## src/rtl/inst_issue_queue_pkg.sv

```systemverilog
// Shared constants for the instruction issue queue: type codes, op ids,
// instruction field positions and the decoded-instruction record.
package inst_issue_queue_pkg;

  localparam int XLEN_DEF = 32;

  localparam int OPC_LSB = 0;
  localparam int RD_LSB  = 7;
  localparam int F3_LSB  = 12;
  localparam int RS1_LSB = 15;
  localparam int RS2_LSB = 20;

  localparam logic [6:0] OPC_OP     = 7'b0110011;
  localparam logic [6:0] OPC_OP_IMM = 7'b0010011;
  localparam logic [6:0] OPC_LOAD   = 7'b0000011;
  localparam logic [6:0] OPC_STORE  = 7'b0100011;
  localparam logic [6:0] OPC_BRANCH = 7'b1100011;
  localparam logic [6:0] OPC_LUI    = 7'b0110111;
  localparam logic [6:0] OPC_AUIPC  = 7'b0010111;
  localparam logic [6:0] OPC_JAL    = 7'b1101111;
  localparam logic [6:0] OPC_JALR   = 7'b1100111;
  localparam logic [6:0] OPC_VEC    = 7'b1010111;

  typedef enum logic [1:0] {
    QUE_NONE   = 2'd0,
    QUE_REG    = 2'd1,
    QUE_STORE  = 2'd2,
    QUE_BRANCH = 2'd3
  } que_type_e;

  typedef enum logic [5:0] {
    OP_NOP   = 6'd0,  OP_ADD   = 6'd1,  OP_SUB   = 6'd2,  OP_SLL   = 6'd3,
    OP_SLT   = 6'd4,  OP_SLTU  = 6'd5,  OP_XOR   = 6'd6,  OP_SRL   = 6'd7,
    OP_SRA   = 6'd8,  OP_OR    = 6'd9,  OP_AND   = 6'd10, OP_ADDI  = 6'd11,
    OP_SLTI  = 6'd12, OP_SLTIU = 6'd13, OP_XORI  = 6'd14, OP_ORI   = 6'd15,
    OP_ANDI  = 6'd16, OP_SLLI  = 6'd17, OP_SRLI  = 6'd18, OP_SRAI  = 6'd19,
    OP_LUI   = 6'd20, OP_AUIPC = 6'd21, OP_JAL   = 6'd22, OP_JALR  = 6'd23,
    OP_BEQ   = 6'd24, OP_BNE   = 6'd25, OP_BLT   = 6'd26, OP_BGE   = 6'd27,
    OP_BLTU  = 6'd28, OP_BGEU  = 6'd29, OP_LB    = 6'd30, OP_LH    = 6'd31,
    OP_LW    = 6'd32, OP_LBU   = 6'd33, OP_LHU   = 6'd34, OP_SB    = 6'd35,
    OP_SH    = 6'd36, OP_SW    = 6'd37, OP_VADD  = 6'd38
  } op_name_e;

  typedef struct packed {
    que_type_e   typ;
    op_name_e    name;
    logic [4:0]  rd;
    logic [4:0]  rs1;
    logic [4:0]  rs2;
    logic [31:0] imm;
    logic        is_vec;
    logic        is_imm;
    logic        is_pc;
  } dec_t;

endpackage

```

## src/rtl/inst_issue_queue_if.sv

```systemverilog
// Fetch-side, operand-side and issue-side signals of the issue queue.
interface inst_issue_queue_if
  import inst_issue_queue_pkg::*;
#(
  parameter int DEPTH = 16,
  parameter int XLEN  = XLEN_DEF
);
  localparam int ADDR_W = $clog2(DEPTH);

  logic              rdy;
  logic              flush;
  logic              enq_valid;
  logic [XLEN-1:0]   enq_inst;
  logic [XLEN-1:0]   enq_pc;
  logic              full;
  logic [ADDR_W:0]   count;
  logic              ovf_err;
  logic [4:0]        pre_rs1;
  logic [4:0]        pre_rs2;
  logic              op1_rdy;
  logic              op2_rdy;
  logic              dst_ready;
  logic              issue_valid;
  logic [1:0]        iss_type;
  logic [5:0]        iss_name;
  logic [4:0]        iss_rd;
  logic [4:0]        iss_rs1;
  logic [4:0]        iss_rs2;
  logic [XLEN-1:0]   iss_imm;
  logic [XLEN-1:0]   iss_pc;
  logic              iss_is_vec;
  logic              iss_is_imm;
  logic              iss_is_pc;

  modport master (
    output rdy, flush, enq_valid, enq_inst, enq_pc, op1_rdy, op2_rdy, dst_ready,
    input  full, count, ovf_err, pre_rs1, pre_rs2, issue_valid, iss_type,
           iss_name, iss_rd, iss_rs1, iss_rs2, iss_imm, iss_pc, iss_is_vec,
           iss_is_imm, iss_is_pc
  );

  modport slave (
    input  rdy, flush, enq_valid, enq_inst, enq_pc, op1_rdy, op2_rdy, dst_ready,
    output full, count, ovf_err, pre_rs1, pre_rs2, issue_valid, iss_type,
           iss_name, iss_rd, iss_rs1, iss_rs2, iss_imm, iss_pc, iss_is_vec,
           iss_is_imm, iss_is_pc
  );

endinterface

```

## src/rtl/inst_issue_queue_decode.sv

```systemverilog
// Combinational decoder for the queue head: instruction word -> type, op id,
// register indices, sign-extended immediate and operand-select flags.
module inst_decode
  import inst_issue_queue_pkg::*;
(
  input  logic [31:0] inst,
  output dec_t        dec
);

  logic [6:0]  opc;
  logic [2:0]  f3;
  logic [4:0]  rd;
  logic [4:0]  rs1;
  logic [4:0]  rs2;
  logic        alt;
  logic [31:0] imm_i;
  logic [31:0] imm_s;
  logic [31:0] imm_b;
  logic [31:0] imm_u;
  logic [31:0] imm_j;

  assign opc = inst[OPC_LSB +: 7];
  assign f3  = inst[F3_LSB  +: 3];
  assign rd  = inst[RD_LSB  +: 5];
  assign rs1 = inst[RS1_LSB +: 5];
  assign rs2 = inst[RS2_LSB +: 5];
  // funct7 bit 5 selects SUB/SRA variants
  assign alt = inst[30];

  assign imm_i = {{20{inst[31]}}, inst[31:20]};
  assign imm_s = {{20{inst[31]}}, inst[31:25], inst[11:7]};
  assign imm_b = {{19{inst[31]}}, inst[31], inst[7], inst[30:25], inst[11:8], 1'b0};
  assign imm_u = {inst[31:12], 12'b0};
  assign imm_j = {{11{inst[31]}}, inst[31], inst[19:12], inst[20], inst[30:21], 1'b0};

  always_comb begin
    dec      = '0;
    dec.typ  = QUE_NONE;
    dec.name = OP_NOP;
    case (opc)
      OPC_OP: begin
        dec.typ = QUE_REG;
        dec.rd  = rd;
        dec.rs1 = rs1;
        dec.rs2 = rs2;
        case (f3)
          3'b000:  dec.name = alt ? OP_SUB : OP_ADD;
          3'b001:  dec.name = OP_SLL;
          3'b010:  dec.name = OP_SLT;
          3'b011:  dec.name = OP_SLTU;
          3'b100:  dec.name = OP_XOR;
          3'b101:  dec.name = alt ? OP_SRA : OP_SRL;
          3'b110:  dec.name = OP_OR;
          default: dec.name = OP_AND;
        endcase
      end
      OPC_OP_IMM: begin
        dec.typ    = QUE_REG;
        dec.rd     = rd;
        dec.rs1    = rs1;
        dec.imm    = imm_i;
        dec.is_imm = 1'b1;
        case (f3)
          3'b000:  dec.name = OP_ADDI;
          3'b001:  dec.name = OP_SLLI;
          3'b010:  dec.name = OP_SLTI;
          3'b011:  dec.name = OP_SLTIU;
          3'b100:  dec.name = OP_XORI;
          3'b101:  dec.name = alt ? OP_SRAI : OP_SRLI;
          3'b110:  dec.name = OP_ORI;
          default: dec.name = OP_ANDI;
        endcase
      end
      OPC_LOAD: begin
        dec.typ    = QUE_REG;
        dec.rd     = rd;
        dec.rs1    = rs1;
        dec.imm    = imm_i;
        dec.is_imm = 1'b1;
        case (f3)
          3'b000:  dec.name = OP_LB;
          3'b001:  dec.name = OP_LH;
          3'b100:  dec.name = OP_LBU;
          3'b101:  dec.name = OP_LHU;
          default: dec.name = OP_LW;
        endcase
      end
      OPC_STORE: begin
        dec.typ    = QUE_STORE;
        dec.rs1    = rs1;
        dec.rs2    = rs2;
        dec.imm    = imm_s;
        dec.is_imm = 1'b1;
        case (f3)
          3'b000:  dec.name = OP_SB;
          3'b001:  dec.name = OP_SH;
          default: dec.name = OP_SW;
        endcase
      end
      OPC_BRANCH: begin
        dec.typ = QUE_BRANCH;
        dec.rs1 = rs1;
        dec.rs2 = rs2;
        dec.imm = imm_b;
        case (f3)
          3'b000:  dec.name = OP_BEQ;
          3'b001:  dec.name = OP_BNE;
          3'b100:  dec.name = OP_BLT;
          3'b101:  dec.name = OP_BGE;
          3'b110:  dec.name = OP_BLTU;
          default: dec.name = OP_BGEU;
        endcase
      end
      OPC_LUI: begin
        dec.typ    = QUE_REG;
        dec.name   = OP_LUI;
        dec.rd     = rd;
        dec.imm    = imm_u;
        dec.is_imm = 1'b1;
      end
      OPC_AUIPC: begin
        dec.typ    = QUE_REG;
        dec.name   = OP_AUIPC;
        dec.rd     = rd;
        dec.imm    = imm_u;
        dec.is_imm = 1'b1;
        dec.is_pc  = 1'b1;
      end
      OPC_JAL: begin
        dec.typ   = QUE_REG;
        dec.name  = OP_JAL;
        dec.rd    = rd;
        dec.imm   = imm_j;
        dec.is_pc = 1'b1;
      end
      OPC_JALR: begin
        dec.typ    = QUE_REG;
        dec.name   = OP_JALR;
        dec.rd     = rd;
        dec.rs1    = rs1;
        dec.imm    = imm_i;
        dec.is_imm = 1'b1;
      end
      OPC_VEC: begin
        dec.typ    = QUE_REG;
        dec.name   = OP_VADD;
        dec.rd     = rd;
        dec.rs1    = rs1;
        dec.rs2    = rs2;
        dec.is_vec = 1'b1;
      end
      default: ;
    endcase
  end

endmodule

```

## src/rtl/inst_issue_queue.sv

```systemverilog
// In-order {pc, inst} queue between fetch and issue; decodes the head entry
// and issues one instruction per cycle when downstream and both operands are ready.
module inst_issue_queue
  import inst_issue_queue_pkg::*;
#(
  parameter int DEPTH       = 16,
  parameter int ADDR_W      = $clog2(DEPTH),
  parameter int XLEN        = XLEN_DEF,
  parameter int AFULL_SLACK = 2
)
(
  input  logic             clk,
  input  logic             rst,
  inst_issue_queue_if.slave q
);

  logic [XLEN-1:0] pc_mem   [DEPTH];
  logic [XLEN-1:0] inst_mem [DEPTH];

  logic [ADDR_W:0]   head;
  logic [ADDR_W:0]   tail;
  logic [ADDR_W-1:0] head_idx;
  logic [ADDR_W-1:0] tail_idx;
  logic [ADDR_W:0]   occ;
  logic              empty;
  logic              at_cap;
  logic              enq_ok;
  logic              go;
  dec_t              hd;

  logic              ovf_q;
  logic              iss_vld_q;
  dec_t              iss_dec_q;
  logic [XLEN-1:0]   iss_pc_q;

  assign head_idx = head[ADDR_W-1:0];
  assign tail_idx = tail[ADDR_W-1:0];
  assign occ      = tail - head;
  assign empty    = (head == tail);
  assign at_cap   = (head[ADDR_W] != tail[ADDR_W]) && (head_idx == tail_idx);
  assign enq_ok   = q.enq_valid && !at_cap;
  assign go       = q.dst_ready && !empty && q.op1_rdy && q.op2_rdy;

  inst_decode u_dec (
    .inst (inst_mem[head_idx][31:0]),
    .dec  (hd)
  );

  // Data arrays carry no reset; only pointers qualify their contents.
  always_ff @(posedge clk) begin
    if (!rst && q.rdy && !q.flush && enq_ok) begin
      pc_mem[tail_idx]   <= q.enq_pc;
      inst_mem[tail_idx] <= q.enq_inst;
    end
  end

  always_ff @(posedge clk) begin
    if (rst) begin
      head      <= '0;
      tail      <= '0;
      ovf_q     <= 1'b0;
      iss_vld_q <= 1'b0;
      iss_dec_q <= '0;
      iss_pc_q  <= '0;
    end else if (q.rdy) begin
      if (q.flush) begin
        head      <= '0;
        tail      <= '0;
        iss_vld_q <= 1'b0;
      end else begin
        // A slot freed by this cycle's issue is not reusable until next cycle.
        if (q.enq_valid && at_cap)
          ovf_q <= 1'b1;
        if (enq_ok)
          tail <= tail + 1'b1;
        iss_vld_q <= go;
        if (go) begin
          head      <= head + 1'b1;
          iss_dec_q <= hd;
          iss_pc_q  <= pc_mem[head_idx];
        end
      end
    end
  end

  assign q.count       = occ;
  assign q.full        = (DEPTH - int'(occ)) <= AFULL_SLACK;
  assign q.ovf_err     = ovf_q;
  assign q.pre_rs1     = hd.rs1;
  assign q.pre_rs2     = hd.rs2;
  assign q.issue_valid = iss_vld_q;
  assign q.iss_type    = iss_dec_q.typ;
  assign q.iss_name    = iss_dec_q.name;
  assign q.iss_rd      = iss_dec_q.rd;
  assign q.iss_rs1     = iss_dec_q.rs1;
  assign q.iss_rs2     = iss_dec_q.rs2;
  assign q.iss_imm     = XLEN'($signed(iss_dec_q.imm));
  assign q.iss_pc      = iss_pc_q;
  assign q.iss_is_vec  = iss_dec_q.is_vec;
  assign q.iss_is_imm  = iss_dec_q.is_imm;
  assign q.iss_is_pc   = iss_dec_q.is_pc;

endmodule

```

## src/flat_wrapper.sv

```systemverilog
// flat-port wrapper written by rule: the top's interface ports become plain ports
module inst_issue_queue_flat import inst_issue_queue_pkg::*;
#(
  parameter int DEPTH       = 16,
  parameter int ADDR_W      = $clog2(DEPTH),
  parameter int XLEN        = XLEN_DEF,
  parameter int AFULL_SLACK = 2
)
  (clk, rst, q_rdy, q_flush, q_enq_valid, q_enq_inst, q_enq_pc, q_op1_rdy, q_op2_rdy, q_dst_ready, q_full, q_count, q_ovf_err, q_pre_rs1, q_pre_rs2, q_issue_valid, q_iss_type, q_iss_name, q_iss_rd, q_iss_rs1, q_iss_rs2, q_iss_imm, q_iss_pc, q_iss_is_vec, q_iss_is_imm, q_iss_is_pc);
  inst_issue_queue_if #(.DEPTH(DEPTH), .XLEN(XLEN)) q_i ();
  input  logic clk;
  input  logic rst;
  input wire logic [$bits(q_i.rdy)-1:0] q_rdy;
  input wire logic [$bits(q_i.flush)-1:0] q_flush;
  input wire logic [$bits(q_i.enq_valid)-1:0] q_enq_valid;
  input wire logic [$bits(q_i.enq_inst)-1:0] q_enq_inst;
  input wire logic [$bits(q_i.enq_pc)-1:0] q_enq_pc;
  input wire logic [$bits(q_i.op1_rdy)-1:0] q_op1_rdy;
  input wire logic [$bits(q_i.op2_rdy)-1:0] q_op2_rdy;
  input wire logic [$bits(q_i.dst_ready)-1:0] q_dst_ready;
  output wire logic [$bits(q_i.full)-1:0] q_full;
  output wire logic [$bits(q_i.count)-1:0] q_count;
  output wire logic [$bits(q_i.ovf_err)-1:0] q_ovf_err;
  output wire logic [$bits(q_i.pre_rs1)-1:0] q_pre_rs1;
  output wire logic [$bits(q_i.pre_rs2)-1:0] q_pre_rs2;
  output wire logic [$bits(q_i.issue_valid)-1:0] q_issue_valid;
  output wire logic [$bits(q_i.iss_type)-1:0] q_iss_type;
  output wire logic [$bits(q_i.iss_name)-1:0] q_iss_name;
  output wire logic [$bits(q_i.iss_rd)-1:0] q_iss_rd;
  output wire logic [$bits(q_i.iss_rs1)-1:0] q_iss_rs1;
  output wire logic [$bits(q_i.iss_rs2)-1:0] q_iss_rs2;
  output wire logic [$bits(q_i.iss_imm)-1:0] q_iss_imm;
  output wire logic [$bits(q_i.iss_pc)-1:0] q_iss_pc;
  output wire logic [$bits(q_i.iss_is_vec)-1:0] q_iss_is_vec;
  output wire logic [$bits(q_i.iss_is_imm)-1:0] q_iss_is_imm;
  output wire logic [$bits(q_i.iss_is_pc)-1:0] q_iss_is_pc;
  assign q_i.rdy = q_rdy;
  assign q_i.flush = q_flush;
  assign q_i.enq_valid = q_enq_valid;
  assign q_i.enq_inst = q_enq_inst;
  assign q_i.enq_pc = q_enq_pc;
  assign q_i.op1_rdy = q_op1_rdy;
  assign q_i.op2_rdy = q_op2_rdy;
  assign q_i.dst_ready = q_dst_ready;
  assign q_full = q_i.full;
  assign q_count = q_i.count;
  assign q_ovf_err = q_i.ovf_err;
  assign q_pre_rs1 = q_i.pre_rs1;
  assign q_pre_rs2 = q_i.pre_rs2;
  assign q_issue_valid = q_i.issue_valid;
  assign q_iss_type = q_i.iss_type;
  assign q_iss_name = q_i.iss_name;
  assign q_iss_rd = q_i.iss_rd;
  assign q_iss_rs1 = q_i.iss_rs1;
  assign q_iss_rs2 = q_i.iss_rs2;
  assign q_iss_imm = q_i.iss_imm;
  assign q_iss_pc = q_i.iss_pc;
  assign q_iss_is_vec = q_i.iss_is_vec;
  assign q_iss_is_imm = q_i.iss_is_imm;
  assign q_iss_is_pc = q_i.iss_is_pc;
  inst_issue_queue #(.DEPTH(DEPTH), .ADDR_W(ADDR_W), .XLEN(XLEN), .AFULL_SLACK(AFULL_SLACK)) u_core (.clk(clk), .rst(rst), .q(q_i));
endmodule
```

## config.mk

```make
export PLATFORM = sky130hd
export DESIGN_NAME = inst_issue_queue_flat
export DESIGN_NICKNAME = d
export VERILOG_FILES = /design/src/rtl/inst_issue_queue_pkg.sv /design/src/rtl/inst_issue_queue_if.sv /design/src/rtl/inst_issue_queue_decode.sv /design/src/rtl/inst_issue_queue.sv /design/src/flat_wrapper.sv
export SDC_FILE = /design/constraint.sdc
export NUM_CORES = 1
export LEC_CHECK = 0
export ABC_CLOCK_PERIOD_IN_PS = 17720
export CAP_MARGIN = 20
export CORE_ASPECT_RATIO = 1.4
export CORE_MARGIN = 2
export CORE_UTILIZATION = 55
export CTS_CLUSTER_DIAMETER = 40
export DETAILED_ROUTE_END_ITERATION = 10
export PLACE_DENSITY = 0.73
export SYNTH_ARGS = -nofsm -noshare
export SYNTH_HDL_FRONTEND = slang
export SYNTH_HIERARCHICAL = 1
export SYNTH_SLANG_ARGS = --single-unit
```

## constraint.sdc

```tcl
create_clock -name clk -period 17.72 [get_ports clk]
set_clock_uncertainty 0.1 [all_clocks]
set_input_delay 3.544 -clock clk [delete_from_list [all_inputs] [get_ports clk]]
set_output_delay 3.544 -clock clk [all_outputs]
set_load 0.02 [all_outputs]
```

==> impl_metrics.tcl <==
set metrics [dict create \
    fin_crit_sh 0.520 \
    cp-end-kind "primary output" \
    fp.dieW_um 242 \
    wl_per_cell_um 29.4 \
    required_ps 14080 \
    grt-busiest-layer "met2" \
    yosysMostFrequentCell "edfxtp_1" \
    yosys_warnings 6 \
    grtUsageMet2 0.438 \
    slew_headroom 0.255 \
    ys.flop_type "edfxtp_1" \
    dp_cells 3296 \
    io_pins 180 \
    synth_area_leaders "edfxtp_1, mux4_2, dfxtp_1" \
    max_stage_delay_ps 840 \
    met3_usage 0.0456 \
    ant_nets 0 \
    dpl.hpwl_um 55900 \
    tns_ps 0 \
    grt_max_degree 115 \
    leakage_nw 16.0 \
    startpoint_type "flip-flop" \
    grt.overflow.total 0 \
    vdd_drop_max_uv 83.6 \
    netlist_area_um2 43600 \
    avgViaCountPerCell 6.31 \
    cts_buffers 117 \
    hold_viol 0 \
    seqCellArea_um2 32900 \
    grtUsageTotal 0.257 \
    yosys.area.top_type_share 0.705 \
    timing.final.setup_violations 0 \
    critical_path_class "reg -> out" \
    antenna_found_initial 8 \
    cts_root_buf "clkbuf_16" \
    area_growth_pct 15.9 \
    hold_class "reg -> reg" \
    max-clock-path-buffers 3 \
    synth-edff-count 1024 \
    fmax_mhz 108 \
    worstRegToRegCells 9 \
    grt_pass1_wl_um 152000 \
    slew_violations 0 \
    cp_cell_sequence "buf_4, mux4_2, mux4_2, nor2b_1, o21ai_1, a21oi_1, and2_1, clkdlybuf4s50_1" \
    numPortBuffers 179 \
    drt_first_iter_violations 2378 \
    synth_nets 2226 \
    ys_ff_latch 1130 \
    grt_pass1_vias 22800 \
    worstPathArrival_ps 5580 \
    outcome "completed" \
    regToRegSetupSlack_ps 12410 \
    routed_wl_um 104000 \
    power_density_nw_per_um2 107 \
    instances_no_fill 3521 \
    clk_latency_ps 680 \
    die_y_um 337 \
    whs_ps 352 \
    grtUsageMet1 0.341 \
    clock_sinks 1130 \
    path_common_cell "mux4_2" \
    rsz0062_at_grt "no" \
    vias 22200 \
    gp_congestion 0.904 \
    cts_tree "done" \
    first_pass_iters 6 \
    tightestPinTransition_ps 1120 \
    synth_cells 2142 \
    whs_path_depth 2 \
    rows 122 \
    cts_hold_buf 0 \
    layout.nets 2445 \
    synth-seq-area-share 0.753 \
    cts_setup_buffers 0 \
    fp.coreArea_um2 78800 \
    min_from "u_core/q.iss_imm[23]" \
    syn_area_per_cell_um2 20.4 \
    initial_utilization 0.554 \
    post_cts_resized 0 \
    crit_slowest_cell "buf_4" \
    yosys-top-cells-count "edfxtp_1, mux4_2, nand2_1, dfxtp_1, a21oi_1" \
    h-tree-depth 3 \
    path_clk_slew_ps 60 \
    yosysUniqueCellTypes 68 \
    die_area_um2 81600 \
    drc 0 \
    min_period_ps 9220 \
    fillCellCount 5250 \
    drv_cap 0 \
    drive_gt1_frac 0.229 \
    finalPower_w 0.00543 \
    multiInputGateArea_um2 10300 \
    yosys.area.top_type "edfxtp_1" \
    crit_path_max_fanout 48 \
    async_reset_ff_frac 0 \
]
per-layer routing:
layer	wire length, µm	part of all wire
met1	39600	0.38
met2	52700	0.51
met3	8750	0.084
met4	2590	0.025
met5	37	0.00036
path summary, 6_finish.rpt:
path / end
max: q_pre_rs1[4]
min: u_core/q.iss_imm[23]
min reg2reg: u_core/q.iss_imm[23]
max reg2reg: u_core/q.iss_imm[21]
cells in the final DEF (no fill, tap or decap), types with 6 or more instances in the layout:
cell type           n
a211oi_1            7
inv_1              13
clkinv_2           13
mux2i_1            66
nand2b_1           13
nor3_1              7
nor2_4             12
mux4_2            288
bufinv_16          13
nor2_1             28
inv_8               6
edfxtp_1         1024
dfxtp_1           100
buf_4              46
clkdlybuf4s50_1   178
nor2b_1            16
clkinv_1           23
a21o_1             10
nand2_1           162
inv_6              10
clkbuf_1           17
clkinvlp_4         14
nand3_1            42
clkbuf_16         117
and2_1             12
nand4_1             6
a21oi_1            78
o221ai_1           22
o221ai_2           12
ha_1               11
critical path: cells and delay by family, from the launching register on:
family / cells / cell delay, ps
buffers and inverters: 2 / 1460
muxes: 2 / 1320
DFF: 1 / 830
AOI/OAI and AO/OA: 2 / 640
and+or+nand+nor: 2 / 590
cell families (layout without fill, tap and decap cells):
| logic type | Yosys count | in the layout | synth area share |
|---|---|---|---|
| flip-flops | 1130 | 1130 | 0.753 |
| multiplexers | 354 | 354 | 0.164 |
| AND/OR/NAND/NOR | 322 | 322 | 0.0342 |
| AO/OA/AOI/OAI | 174 | 174 | 0.0285 |
| buffers and inverters | 141 | 462 | 0.0145 |
| adder cells (fa/ha/maj) | 12 | 12 | 0.00361 |
| XOR/XNOR | 9 | 9 | 0.00198 |
| other | 0 | 4 | 0 |
sequential cells by signal (all words and copies together), names as in the netlist, 6 cells and up, named ones only:
register,flops
u_core/inst_mem,512
u_core/pc_mem,512
u_core/q.iss_imm,32
u_core/q.iss_name,6
u_core/q.iss_pc,32
layout make-up:
class / count / share of cell area
Inverter: 15 / 0.00114
Sequential cell: 1130 / 0.650
Clock inverter: 87 / 0.0179
Antenna cell: 4 / 0.000198
Timing Repair Buffer: 226 / 0.0425
Tap cell: 1054 / 0.0261
Clock buffer: 134 / 0.0591
Multi-Input combinational cell: 871 / 0.203
per-stage QoR:
stage	utilization	cell area (µm²)	setup WS, ps
after CTS	0.642	50600	8440
after floorplan	-	43600	8520
after detailed placement	0.593	46700	9190
after global placement	0.593	46700	9240
final	0.642	50600	8500
after global routing	0.642	50600	8170
power breakdown:
group          leakage [nW]  internal (W)  switching, W  total (W)
sequential             10.1       0.00291    0.00000134    0.00291
clock                  1.86       0.00142       0.00102    0.00244
combinational          4.04     0.0000246     0.0000521  0.0000767
(Power assumes the default switching activity.)
